===== config.mk =====
export PLATFORM = sky130hd
export DESIGN_NAME = ht_res_fifo_flat
export DESIGN_NICKNAME = d
export VERILOG_FILES = /design/src/rtl/ht_res_fifo_if.sv /design/src/rtl/ht_res_fifo.sv /design/src/flat_wrapper.sv
export SDC_FILE = /design/constraint.sdc
export NUM_CORES = 1
export LEC_CHECK = 0
export CAP_MARGIN = 20
export CELL_PAD_IN_SITES_DETAIL_PLACEMENT = 0
export CELL_PAD_IN_SITES_GLOBAL_PLACEMENT = 2
export CORE_MARGIN = 5
export CORE_UTILIZATION = 46
export CTS_CLUSTER_SIZE = 20
export DETAILED_ROUTE_END_ITERATION = 8
export HOLD_SLACK_MARGIN = 0.05
export PLACE_DENSITY_LB_ADDON = 0.3
export SETUP_SLACK_MARGIN = 0.5
export SYNTH_ARGS = -nofsm -noshare
export SYNTH_HDL_FRONTEND = slang
export SYNTH_SLANG_ARGS = --single-unit

===== constraint.sdc =====
create_clock -name clk_i -period 10.72 [get_ports clk_i]
set_clock_uncertainty 0.1 [all_clocks]
set_input_delay 1.608 -clock clk_i [delete_from_list [all_inputs] [get_ports clk_i]]
set_output_delay 1.608 -clock clk_i [all_outputs]
set_load 0.05 [all_outputs]

===== src/rtl/ht_res_fifo_if.sv =====
// Result payload type and the valid/ready stream interface that carries it
// between the per-direction result mux, the result FIFO and the consumer.
package ht_res_pkg;

    typedef struct packed {
        logic [15:0] key;
        logic [11:0] slot;
        logic [1:0]  dir;
        logic        hit;
        logic        err;
    } ht_result_t;

endpackage

interface ht_res_if;
    import ht_res_pkg::*;

    ht_result_t result;
    logic       valid;
    logic       ready;

    modport master (output result, output valid, input ready);
    modport slave  (input result, input valid, output ready);
endinterface


===== src/rtl/ht_res_fifo.sv =====
// First-word-fall-through result FIFO with registered occupancy, status flags
// and free-running in/out transfer counters.
module ht_res_fifo
    import ht_res_pkg::*;
#(
    parameter int unsigned DEPTH     = 8,
    parameter int unsigned AFULL_LVL = DEPTH - 2
) (
    input  logic                     clk_i,
    input  logic                     rst_n_i,
    ht_res_if.slave                  ht_res_in,
    ht_res_if.master                 ht_res_out,
    output logic [$clog2(DEPTH):0]   used_words_o,
    output logic                     empty_o,
    output logic                     full_o,
    output logic                     almost_full_o,
    output logic [31:0]              in_cnt_o,
    output logic [31:0]              out_cnt_o
);

    localparam int unsigned AW = $clog2(DEPTH);
    localparam int unsigned CW = AW + 1;

    ht_result_t      mem [DEPTH];
    logic [AW-1:0]   wr_ptr_q;
    logic [AW-1:0]   rd_ptr_q;
    logic [CW-1:0]   used_q;
    logic [CW-1:0]   used_nxt;
    logic            empty_q;
    logic            full_q;
    logic            afull_q;
    logic            in_rdy_q;
    logic [31:0]     in_cnt_q;
    logic [31:0]     out_cnt_q;
    logic            push;
    logic            pop;

    // Ready is a registered flag, so a pop never frees a slot in the same cycle.
    assign push = ht_res_in.valid && in_rdy_q;
    assign pop  = !empty_q && ht_res_out.ready;

    always_comb begin
        used_nxt = used_q;
        if (push && !pop) begin
            used_nxt = used_q + CW'(1);
        end else if (pop && !push) begin
            used_nxt = used_q - CW'(1);
        end
    end

    // Flags are derived from the next count so they line up with used_q.
    always_ff @(posedge clk_i or negedge rst_n_i) begin
        if (!rst_n_i) begin
            wr_ptr_q  <= '0;
            rd_ptr_q  <= '0;
            used_q    <= '0;
            empty_q   <= 1'b1;
            full_q    <= 1'b0;
            afull_q   <= 1'b0;
            in_rdy_q  <= 1'b0;
            in_cnt_q  <= '0;
            out_cnt_q <= '0;
        end else begin
            used_q   <= used_nxt;
            empty_q  <= (used_nxt == CW'(0));
            full_q   <= (used_nxt == CW'(DEPTH));
            afull_q  <= (used_nxt >= CW'(AFULL_LVL));
            in_rdy_q <= (used_nxt != CW'(DEPTH));
            if (push) begin
                wr_ptr_q <= wr_ptr_q + AW'(1);
                in_cnt_q <= in_cnt_q + 32'd1;
            end
            if (pop) begin
                rd_ptr_q  <= rd_ptr_q + AW'(1);
                out_cnt_q <= out_cnt_q + 32'd1;
            end
        end
    end

    // Storage is deliberately left unreset.
    always_ff @(posedge clk_i) begin
        if (push) begin
            mem[wr_ptr_q] <= ht_res_in.result;
        end
    end

    assign ht_res_in.ready   = in_rdy_q;
    assign ht_res_out.valid  = !empty_q;
    assign ht_res_out.result = empty_q ? '0 : mem[rd_ptr_q];

    assign used_words_o  = used_q;
    assign empty_o       = empty_q;
    assign full_o        = full_q;
    assign almost_full_o = afull_q;
    assign in_cnt_o      = in_cnt_q;
    assign out_cnt_o     = out_cnt_q;

endmodule


===== src/flat_wrapper.sv =====
// flat-port wrapper written by rule: the top's interface ports become plain ports
module ht_res_fifo_flat import ht_res_pkg::*;
#(
    parameter int unsigned DEPTH     = 8,
    parameter int unsigned AFULL_LVL = DEPTH - 2
)
  (clk_i, rst_n_i, used_words_o, empty_o, full_o, almost_full_o, in_cnt_o, out_cnt_o, ht_res_in_result, ht_res_in_valid, ht_res_in_ready, ht_res_out_result, ht_res_out_valid, ht_res_out_ready);
  ht_res_if ht_res_in_i ();
  ht_res_if ht_res_out_i ();
  input  logic clk_i;
  input  logic rst_n_i;
  output logic [$clog2(DEPTH):0] used_words_o;
  output logic empty_o;
  output logic full_o;
  output logic almost_full_o;
  output logic [31:0] in_cnt_o;
  output logic [31:0] out_cnt_o;
  input wire logic [$bits(ht_res_in_i.result)-1:0] ht_res_in_result;
  input wire logic [$bits(ht_res_in_i.valid)-1:0] ht_res_in_valid;
  output wire logic [$bits(ht_res_in_i.ready)-1:0] ht_res_in_ready;
  output wire logic [$bits(ht_res_out_i.result)-1:0] ht_res_out_result;
  output wire logic [$bits(ht_res_out_i.valid)-1:0] ht_res_out_valid;
  input wire logic [$bits(ht_res_out_i.ready)-1:0] ht_res_out_ready;
  assign ht_res_in_i.result = ht_res_in_result;
  assign ht_res_in_i.valid = ht_res_in_valid;
  assign ht_res_in_ready = ht_res_in_i.ready;
  assign ht_res_out_result = ht_res_out_i.result;
  assign ht_res_out_valid = ht_res_out_i.valid;
  assign ht_res_out_i.ready = ht_res_out_ready;
  ht_res_fifo #(.DEPTH(DEPTH), .AFULL_LVL(AFULL_LVL)) u_core (.clk_i(clk_i), .rst_n_i(rst_n_i), .ht_res_in(ht_res_in_i), .ht_res_out(ht_res_out_i), .used_words_o(used_words_o), .empty_o(empty_o), .full_o(full_o), .almost_full_o(almost_full_o), .in_cnt_o(in_cnt_o), .out_cnt_o(out_cnt_o));
endmodule

After elaboration in Yosys (flattened, before gate mapping). Memory sizes are Yosys's and may differ from the RTL's. Cells that the tools add are included.

ROM bits: 0. RAM bits: 256. Output and inout port bits: 105. Bits of input ports: 36. Flip-flop bits (word level): 78. Latch bits: 0. Logic and storage cells: 32. Memories: 1.

$lt $le $gt $ge: 1. Divide/modulo/power cells: 0. Bitwise operators: 0. Multipliers: 0. Equality and inequality tests: 2. Shift-type cells: 0. Add/subtract/negate cells: 6. Mux-type cells: 5. Reduce and logical (&&, ||, !) cells: 8.

Memory list: u_core.mem (depth 8, width 32, read ports 1, clocked after memory_dff 0, write ports 1, line ht_res_fifo.sv:24) `ht_result_t mem [DEPTH];`.

Operator list (number): 32-bit by 1-bit adder with 32-bit output (second input constant) (2); 32-bit two-way mux (1); 4-bit two-way mux (2); 3-bit by 1-bit adder with 3-bit output (second input constant) (2); 4-bit by 1-bit adder with 4-bit output (second input constant) (1); 4-bit equality test (second input constant) (1); 4-bit by 3-bit >= comparator with 1-bit output (second input constant) (1); 1-bit logical AND (4); 4-bit logical NOT (1); 4-bit != test (second input constant) (1); 4-bit by 1-bit subtractor with 4-bit output (second input constant) (1); 1-bit logical NOT (3); 1-bit two-way mux (2).

Logic depth before layout (Yosys ltp). Gate-level depths: netlist of the first run.

Depth in word-level cells: 6. Gate-level depth with buffers: 6. Depth with buffers taken out: 6.

Least setup slack after synthesis of the first run. OpenSTA, ideal clock, no wires.

Path kind: input -> register. From: input ht_res_in_valid. To: memory u_core.mem[0][0] (netlist name) (enable). Stages: 2. Library setup time: 0.503 ns. Arrival time: 4.932 ns. Slack: 5.186 ns. Required time: 10.117 ns. Cells stage by stage: nand2_1 nor4_1.

Word-level cells in the longest chain between the ends: 3.

Ends and longest elaborated chain: start: declaration (line flat_wrapper.sv:19) `input wire logic [$bits(ht_res_in_i.valid)-1:0] ht_res_in_valid;`; 1-bit logical AND (line ht_res_fifo.sv:39) `assign push = ht_res_in.valid && in_rdy_q;`; 1-bit two-way mux (line ht_res_fifo.sv:82) `if (push) begin`; 1-bit two-way mux (implied by the code) (line ht_res_fifo.sv:83) `mem[wr_ptr_q] <= ht_res_in.result;`; end: declaration (line ht_res_fifo.sv:24).

Every way passes these cells.

Final worst setup path of the first run.
From: register u_core.rd_ptr_q[0]. To: output ht_res_out_result[20].

Word-level cells in the longest chain between the ends: 2.

Ends and longest elaborated chain: start: declaration (line ht_res_fifo.sv:26) `logic [AW-1:0] rd_ptr_q;`; start signal: assignment (line ht_res_fifo.sv:74) `rd_ptr_q <= rd_ptr_q + AW'(1);`; memory 8 x 32 bit; 32-bit two-way mux (line ht_res_fifo.sv:89) `assign ht_res_out.result = empty_q ? '0 : mem[rd_ptr_q];`; end: declaration (line flat_wrapper.sv:21) `output wire logic [$bits(ht_res_out_i.result)-1:0] ht_res_out_result;`.

Every way passes these cells.

==> results.sh, run 1 <==
export IMPL_outcome="completed"
export IMPL_crit_slowest_cell="buf_4"
export IMPL_min_delay_path_depth=1
export IMPL_start_kind="register"
export IMPL_drt_vias_per_instance=5.367
export IMPL_area_growth_pct=23.28
export IMPL_crit_required_ns=9.01
export IMPL_setup_viol=0
export IMPL_crit_cells=5
export IMPL_ir_drop_mv=0.2052
export IMPL_cts_setup_buffers=0
export IMPL_place_congestion=0.7644
export IMPL_port_buffers=140
export IMPL_fp_dieArea_um2=32410
export IMPL_critPathKind="reg -> out"
export IMPL_period_needed_ns=5.401
export IMPL_path_max_fanout=48
export IMPL_async_flop_share_pct=23.35
export IMPL_holdBufCountCts=0
export IMPL_grt_setup_unrepaired="no"
export IMPL_synth_top_area_share_pct=57.81
export IMPL_hold_path_class="reg -> reg"
export IMPL_cts_buffers=36
export IMPL_cp_num_buf_inv=2
export IMPL_cap_violations=0
export IMPL_antenna_cells=0
export IMPL_post_drt_wl_per_cell_um=20.94
export IMPL_r2r_start="u_core.empty_o"
export IMPL_drt_pass1_iterations=4
export IMPL_max_freq_mhz=185.1
export IMPL_fp_dieH_um=180.0
export IMPL_synth_top_family_by_area="multiplexers"
export IMPL_timing_reg2reg_setup_slack_ns=7.91
export IMPL_yosysWarningCount=0
export IMPL_yosys_register_bits=334
export IMPL_first_iter_violations=531
export IMPL_post_route_util_pct=57.27
export IMPL_io_pins=141
export IMPL_cellPowerDensity_nw_per_um2=282.7
export IMPL_gr_total_overflow=0
export IMPL_cp_arrival_ns=3.69
export IMPL_clockBufferDepth=3
export IMPL_seq_area_frac_synth_pct=72.50
export IMPL_rr_worst_depth=4
export IMPL_slew_violations=0
export IMPL_synth_cell_types=41
export IMPL_clk_pin_slew_ns=0.06
export IMPL_cp_end_kind="output port"
export IMPL_netlist_area_um2=13300
export IMPL_synth_main_ff_cell="edfxtp_1"
export IMPL_syn_nets=776
export IMPL_dpl_hpwl_mm=15.80
export IMPL_grt_pass1_vias=7683
export IMPL_netlist_instances=734
export IMPL_num_rows=62
export IMPL_final_setup_tns_ns=0
export IMPL_drc=0
export IMPL_grt_pass1_wl_mm=43.90
export IMPL_synthSimpleGateAreaFrac_pct=7.414
export IMPL_synth_common_cells="256 x edfxtp_1, 77 x dfrtp_1, 64 x mux4_2"
export IMPL_grt_max_degree=79
export IMPL_synthAdderAreaFrac_pct=0.6398
export IMPL_hold_viol=0
export IMPL_clock_sinks=334
export IMPL_h_tree_depth=2
export IMPL_min_to="u_core.in_cnt_o[31]"
export IMPL_die_width_um=180.0
export IMPL_syn_avg_cell_area_um2=18.12
export IMPL_synth_edf_count=256
export IMPL_max_slew_margin_pct=35.16
export IMPL_hp_start="u_core.in_cnt_o[31]"
export IMPL_worstPathCellList="buf_4, mux4_2, mux2i_1, nor2_1, clkdlybuf4s50_1"
export IMPL_layout_nets=937
export IMPL_drive_above_1_share_pct=16.27
export IMPL_wl_mm=27.35
export IMPL_core_area_um2=28630
export IMPL_grt_usage_pct=16.96
export IMPL_synth_area_leaders="edfxtp_1 58%, dfrtp_1 14%, mux4_2 11%, xnor2_1 3.9%, mux2i_1 2.5%"
export IMPL_synthXorXnorAreaFrac_pct=4.516
export IMPL_cts_root_buf="clkbuf_16"
export IMPL_start_util_pct=46.46
export IMPL_r2r_end="u_core.ht_res_in.ready"
export IMPL_cts_resized=0
export IMPL_ant_nets=0
export IMPL_path_delay_family="buffers and inverters"
export IMPL_synth_most_common_cell="edfxtp_1"
export IMPL_synth_top_area_cell="edfxtp_1"
export IMPL_clk_latency_ns=0.51
export IMPL_slowest_delay_ns=0.82
export IMPL_whs_ns=0.3755
export IMPL_dr_total_vias=7009
export IMPL_p_leak_nw=5.730
export IMPL_worst_pin_slew_ns=0.9725
export IMPL_synth_compound_area_share_pct=0.4610
export IMPL_min_period_over_period_pct=50.38
export IMPL_synth_mux_area_share_pct=13.32
export IMPL_antenna_found_initial=0
export IMPL_cts_tree="done"
[worst register-to-register path, cell delays in order (launching register included)]
cell	delay, ns
dfstp_2	1.17
nor2b_1	0.40
xnor3_1	0.30
or4_4	0.45
a211o_1	0.28
[worst max path at each step]
stage	end	startpoint
finish	ht_res_out_result[20]	u_core.rd_ptr_q[0]
global route	ht_res_out_result[19]	u_core.rd_ptr_q[0]
CTS	ht_res_out_result[25]	u_core.rd_ptr_q[0]
detailed placement	ht_res_out_result[25]	u_core.rd_ptr_q[0]
global placement	ht_res_out_result[25]	u_core.rd_ptr_q[0]
floorplan	u_core.mem[0][0]	ht_res_in_valid
[final cells by class]
cell class,count,area [um^2]
Fill cell,2156,12230
Sequential cell,334,9647
Multi-Input combinational cell,366,3560
Timing Repair Buffer,153,1516
Clock buffer,48,977.2
Tap cell,384,480.5
Clock inverter,17,197.7
Inverter,4,15.01
[logic make-up after synthesis]
group / after synthesis
compound gates: 9
fa+ha+maj: 7
simple gates: 186
flops: 334
xor+xnor: 67
buf+inv: 34
mux: 97
[state kept, by name (all words and copies together) (netlist names)]
| signal | cells |
|---|---|
| u_core.empty_o | 1 |
| u_core.wr_ptr_q | 3 |
| u_core.rd_ptr_q | 3 |
| u_core.ht_res_in.ready | 1 |
| u_core.in_cnt_o | 32 |
| u_core.mem | 256 |
| u_core.out_cnt_o | 32 |
| u_core.used_words_o | 4 |
| u_core.full_o | 1 |
| u_core.almost_full_o | 1 |
[where the power goes]
group / switching, W / total (W) / internal (W)
clock network: 0.000489 / 0.00123 / 0.000741
logic: 0.00103 / 0.00167 / 0.000640
registers: 0.000125 / 0.00173 / 0.00161
[through the flow]
step	area [um^2]	setup slack [ns]	total power [W]	cells
floorplan	13300	5.186	0.002913	734
global placement	15180	5.780	0.003436	1239
detailed placement	15180	5.749	0.003463	1239
CTS	16360	5.182	0.004707	1304
global route	16390	5.032	0.004860	1306
finish	16390	5.319	0.004635	1306
[routing by layer]
| metal | vias to the layer above | wire length [um] | global-route usage [%] |
|---|---|---|---|
| met5 | - | 0 | 0 |
| met2 | 184 | 14040 | 29.33 |
| li1 | 3189 | - | - |
| met1 | 3599 | 11620 | 22.29 |
| met3 | 37 | 1291 | 3.674 |
| met4 | 0 | 403 | 3.872 |
[cells in the final DEF, fill, tap and decap left out, drive strengths merged, types with 8 or more instances in the layout]
master	netlist	routed
buf	15	13
clkinv	0	10
nand2	36	36
nor2	40	40
dfrtp	77	77
edfxtp	256	256
nor3	8	8
nor4	10	10
nand4	25	25
nand3	29	29
mux4	64	64
clkbuf	15	49
clkdlybuf4s50	0	139
xnor2	59	59
and3	17	17
mux2i	33	33
No activity file was read; power rests on OpenSTA's default activity.
==> run 2, diff against run 1 <==
--- a/config.mk
+++ b/config.mk
@@ -9,7 +9,7 @@
 export CELL_PAD_IN_SITES_DETAIL_PLACEMENT = 0
 export CELL_PAD_IN_SITES_GLOBAL_PLACEMENT = 2
 export CORE_MARGIN = 5
-export CORE_UTILIZATION = 46
+export CORE_UTILIZATION = 38
 export CTS_CLUSTER_SIZE = 20
 export DETAILED_ROUTE_END_ITERATION = 8
 export HOLD_SLACK_MARGIN = 0.05
==> constraint.sdc (replaced) <==
create_clock -name clk_i -period 4.7 [get_ports clk_i]
set_clock_uncertainty 0.1 [all_clocks]
set_input_delay 0.705 -clock clk_i [delete_from_list [all_inputs] [get_ports clk_i]]
set_output_delay 0.705 -clock clk_i [all_outputs]
set_load 0.05 [all_outputs]
==> run 2 against run 1 <==
Compared with the run above: final cell count rose by 5.7%; highest routed layer is now met5; total power rose by 130%; largest cell class unchanged; sequential share of layout area fell by 0.26 points; largest power group unchanged; critical path depth did not move; setup slack got worse by 4.5 ns; sequential power rose by 130%; routed wire length rose by 3.1%; non-clock buffer count rose by 4; register-to-register slack got worse by 6.0 ns; global-route usage fell by 2.6 points; sequential cell count did not move.
==> results.sh, run 2 (synthesized netlist as in run 1, its figures left out) <==
export IMPL_layout_nets=942
export IMPL_grt_pass1_wl_mm=43.46
export IMPL_antenna_found_initial=1
export IMPL_grt_setup_unrepaired="no"
export IMPL_final_common_cell="edfxtp_1"
export IMPL_final_fill_count=2971
export IMPL_drt_pass1_iterations=6
export IMPL_grt_max_degree=51
export IMPL_first_iter_violations=392
export IMPL_worst_pin_slew_ns=0.9785
export IMPL_wl_mm=28.21
export IMPL_cp_end_kind="output port"
export IMPL_core_area_um2=34540
export IMPL_r2r_start="u_core.empty_o"
export IMPL_cts_root_buf="clkbuf_16"
export IMPL_hold_viol=0
export IMPL_crit_required_ns=3.89
export IMPL_fp_dieH_um=197.1
export IMPL_clk_pin_slew_ns=0.06
export IMPL_ir_drop_mv=0.5267
export IMPL_min_period_over_period_pct=82.06
export IMPL_area_growth_pct=23.83
export IMPL_grt_pass1_vias=7292
export IMPL_max_slew_margin_pct=34.77
export IMPL_clk_latency_ns=0.52
export IMPL_clockBufferDepth=3
export IMPL_largest_register_ffs=256
export IMPL_holdBufCountCts=0
export IMPL_slew_violations=0
export IMPL_start_util_pct=38.50
export IMPL_ant_nets=0
export IMPL_hold_path_class="in -> async"
export IMPL_die_width_um=197.1
export IMPL_timing_reg2reg_setup_slack_ns=1.91
export IMPL_p_leak_nw=5.714
export IMPL_slowest_delay_ns=0.75
export IMPL_drt_vias_per_instance=5.051
export IMPL_cts_buffers=37
export IMPL_critPathKind="reg -> out"
export IMPL_drive_above_1_share_pct=16.13
export IMPL_layout_common_cells="256 x edfxtp_1, 139 x clkdlybuf4s50_1, 74 x dfrtp_1, 64 x mux4_2, 59 x xnor2_1"
export IMPL_outcome="completed"
export IMPL_period_needed_ns=3.857
export IMPL_place_congestion=0.7050
export IMPL_dr_total_vias=6971
export IMPL_cap_violations=0
export IMPL_post_drt_wl_per_cell_um=20.44
export IMPL_worstPathCellList="buf_12, mux4_2, mux2i_1, nor2_1, clkdlybuf4s50_1"
export IMPL_port_buffers=140
export IMPL_max_freq_mhz=259.3
export IMPL_setup_viol=0
export IMPL_cts_resized=0
export IMPL_r2r_end="u_core.ht_res_in.ready"
export IMPL_gr_total_overflow=0
export IMPL_largest_register="u_core.mem"
export IMPL_num_rows=68
export IMPL_fp_dieArea_um2=38830
export IMPL_rr_worst_depth=4
export IMPL_grt_usage_pct=14.35
export IMPL_io_pins=141
export IMPL_crit_slowest_cell="clkdlybuf4s50_1"
export IMPL_dpl_hpwl_mm=16.27
export IMPL_cts_setup_buffers=0
export IMPL_path_max_fanout=20
export IMPL_final_setup_tns_ns=0
export IMPL_cp_arrival_ns=3.05
export IMPL_start_kind="register"
export IMPL_h_tree_depth=2
export IMPL_drc=0
export IMPL_whs_ns=0.08921
export IMPL_cts_tree="done"
export IMPL_clock_sinks=334
export IMPL_cellPowerDensity_nw_per_um2=635.3
-- run 2: cell count changes in the layout (fill, tap and decap cells not counted), moves of 2 or more --
cell	previous run	this run
clkinv_8	0	2
buf_12	0	5
clkinv_1	4	6
bufinv_16	4	0
-- run 2: critical path, delay by kind of cell, from the launching register on --
kind,cells,cell delay [ns]
and+or+nand+nor,1,0.08
DFF,1,0.67
muxes,2,0.75
buffers and inverters,2,1.01
-- run 2: stage by stage --
step | worst slack (ns) | total power (W) | util (%) | instance area, um^2 | std cells
2_1_floorplan | 0.6162 | 0.006644 | - | 13300 | 734
5_1_grt | 0.6512 | 0.01097 | 47.66 | 16460 | 1379
3_5_place_dp | 1.134 | 0.007990 | 44.49 | 15370 | 1315
4_1_cts | 0.5592 | 0.01061 | 47.61 | 16440 | 1378
3_3_place_gp | 1.127 | 0.007975 | 44.49 | 15370 | 1315
6_report | 0.8433 | 0.01046 | 47.67 | 16470 | 1380
-- run 2: worst max path at each step --
| stage | end | start | slack, ns | depth (start not counted) |
|---|---|---|---|---|
| floorplan | u_core.mem[1][0] | u_core.ht_res_in.ready | 0.62 | 4 |
| global placement | ht_res_out_result[16] | u_core.rd_ptr_q[0] | 1.13 | 5 |
| detailed placement | ht_res_out_result[16] | u_core.rd_ptr_q[0] | 1.13 | 5 |
| CTS | ht_res_out_result[16] | u_core.rd_ptr_q[0] | 0.56 | 5 |
| global route | ht_res_out_result[16] | u_core.rd_ptr_q[0] | 0.65 | 5 |
| finish | ht_res_out_result[16] | u_core.rd_ptr_q[0] | 0.84 | 5 |
-- run 2: report_power, final --
group	total (W)	leakage, nW	internal [W]	switching, W
Combinational	0.00386	1.83	0.00152	0.00234
Clock	0.00258	0.520	0.00147	0.00111
Sequential	0.00402	3.36	0.00366	0.000358
Total	0.0105	5.71	0.00665	0.00381
-- run 2: area by class of cell --
type / instances / area, um^2 / share of cell area (%)
multi-input combinational: 366 / 3568 / 21.67
clock inverter: 14 / 95.09 / 0.5775
tap: 455 / 569.3 / 3.457
sequential: 334 / 9647 / 58.58
clock buffer: 49 / 980.9 / 5.957
timing repair buffer: 157 / 1589 / 9.650
inverter: 4 / 15.01 / 0.09118
antenna: 1 / 2.502 / 0.01520
-- run 2: layer usage --
layer / GRT usage (%) / vias to the layer above / wire [um] / part of all wire, %
met5: 0 / - / 20 / 0.071
met4: 3.107 / 2 / 410 / 1.5
met3: 3.224 / 36 / 1444 / 5.1
met2: 23.58 / 144 / 13460 / 48
met1: 19.86 / 3579 / 12870 / 46
li1: - / 3210 / - / -
==> run 3, diff against run 2 <==
==> constraint.sdc (replaced) <==
create_clock -name clk_i -period 3.15 [get_ports clk_i]
set_clock_uncertainty 0.1 [all_clocks]
set_input_delay 0.4725 -clock clk_i [delete_from_list [all_inputs] [get_ports clk_i]]
set_output_delay 0.4725 -clock clk_i [all_outputs]
set_load 0.05 [all_outputs]
==> run 3 against run 2 <==
Compared with the run above: sequential cell count unchanged; cell area is 3.7% higher; die area unchanged; clock-buffer cell count did not move; critical path type unchanged; largest power group is now combinational logic.
==> results.sh, run 3 (synthesized netlist as in run 1, its figures left out) <==
export IMPL_core_area_um2=34540
export IMPL_wl_mm=29.89
export IMPL_worst_pin_slew_ns=0.7656
export IMPL_final_fill_count=2935
export IMPL_layout_nets=974
export IMPL_dpl_hpwl_mm=17.22
export IMPL_grt_setup_unrepaired="yes"
export IMPL_first_iter_violations=490
export IMPL_grt_usage_pct=15.33
export IMPL_clk_pin_slew_ns=0.05
export IMPL_hold_path_class="in -> async"
export IMPL_cap_violations=0
export IMPL_cp_arrival_ns=2.26
export IMPL_largest_register="u_core.mem"
export IMPL_clock_sinks=334
export IMPL_setup_viol=0
export IMPL_drt_vias_per_instance=5.112
export IMPL_final_common_cell="edfxtp_1"
export IMPL_h_tree_depth=2
export IMPL_cts_tree="done"
export IMPL_start_util_pct=38.50
export IMPL_path_max_fanout=5
export IMPL_hold_viol=0
export IMPL_die_width_um=197.1
export IMPL_min_period_over_period_pct=90.04
export IMPL_place_congestion=0.7283
export IMPL_max_slew_margin_pct=48.54
export IMPL_drive_above_1_share_pct=24.01
export IMPL_drc=0
export IMPL_fp_dieH_um=197.1
export IMPL_fp_dieArea_um2=38830
export IMPL_clockBufferDepth=3
export IMPL_critPathKind="reg -> out"
export IMPL_io_pins=141
export IMPL_slew_violations=0
export IMPL_cts_root_buf="clkbuf_16"
export IMPL_grt_pass1_vias=7607
export IMPL_grt_max_degree=59
export IMPL_cts_buffers=36
export IMPL_largest_register_ffs=256
export IMPL_dpl_cell_area_um2=15460
export IMPL_drt_pass1_iterations=5
export IMPL_max_freq_mhz=352.6
export IMPL_final_setup_tns_ns=0
export IMPL_port_buffers=140
export IMPL_whs_ns=0.3024
export IMPL_cp_end_kind="output port"
export IMPL_gr_total_overflow=0
export IMPL_dr_total_vias=7229
export IMPL_cellPowerDensity_nw_per_um2=970.0
export IMPL_ant_nets=0
export IMPL_area_growth_pct=28.43
export IMPL_ir_drop_mv=0.6976
export IMPL_num_rows=68
export IMPL_grt_pass1_wl_mm=46.09
export IMPL_outcome="completed"
export IMPL_p_leak_nw=6.058
export IMPL_design_area_um2=17080
export IMPL_post_drt_wl_per_cell_um=21.14
export IMPL_layout_common_cells="256 x edfxtp_1, 105 x clkdlybuf4s50_1, 73 x dfrtp_1, 64 x mux4_2, 59 x xnor2_1"
export IMPL_start_kind="register"
export IMPL_period_needed_ns=2.836
export IMPL_clk_latency_ns=0.51
export IMPL_crit_required_ns=2.58
export IMPL_antenna_found_initial=1
==> run 3: metal layers <==
metal	share of wire [%]	routed length (um)	track usage, %	vias up
li1	-	-	-	3287
met1	45	13360	21.46	3719
met2	48	14280	24.96	174
met4	1.9	570	3.441	2
met5	0.037	11	0	-
met3	5.6	1670	3.326	47
==> run 3: area by class of cell <==
cell class | count | area, um^2 | area share (%)
flip-flops and latches | 334 | 9648 | 56.49
repair buffers | 190 | 2105 | 12.32
well taps | 455 | 569.3 | 3.333
inverters | 4 | 15.01 | 0.08791
clock buffers | 49 | 1001 | 5.861
diodes | 1 | 2.502 | 0.01465
multi-input cells | 366 | 3657 | 21.41
clock inverters | 15 | 81.33 | 0.4762
==> run 3: what timing repair did <==
action,in CTS,in global routing
setup buffers,8,1
pin swaps,6,8
gates cloned,7,1
hold endpoints to repair,20,0
hold buffers,1,0
resized for setup,49,18
setup endpoints to repair,33,33
==> run 3: path summary, 6_finish.rpt <==
check | depth (start not counted) | endpoint | slack [ns] | start
setup / recovery | 6 | ht_res_out_result[10] | 0.31 | u_core.rd_ptr_q[0]
hold / removal | 2 | u_core.in_cnt_o[20] | 0.30 | rst_n_i
setup reg to reg | 6 | u_core.full_o | 1.05 | u_core.used_words_o[1]
hold reg to reg | 1 | u_core.out_cnt_o[31] | 0.38 | u_core.out_cnt_o[31]
max in group asynchronous | 3 | u_core.empty_o | 2.00 | rst_n_i
min in group clk_i | 1 | u_core.out_cnt_o[31] | 0.38 | u_core.out_cnt_o[31]
==> run 3: stage by stage <==
step	instances	total power [W]	utilization [%]	setup WS (ns)
after floorplan	734	0.009937	-	0.4023
after global placement	1331	0.01188	44.76	0.4719
after detailed placement	1331	0.01189	44.76	0.4776
after CTS	1411	0.01668	49.22	0.2755
after global routing	1413	0.01736	49.43	0.2240
final	1414	0.01657	49.44	0.3138
==> run 3: critical path, cell delays in order (launching register included) <==
cell	delay, ns
dfrtp_4	0.49
buf_12	0.15
clkbuf_16	0.16
mux4_2	0.50
mux2i_2	0.20
nor2_1	0.09
buf_6	0.16
==> run 3: report_power, final <==
part           internal [W]  total [W]  switching [W]
sequential          0.00546    0.00585       0.000385
combinational       0.00286    0.00684        0.00398
clock               0.00223    0.00388        0.00165
total                0.0106     0.0166        0.00601
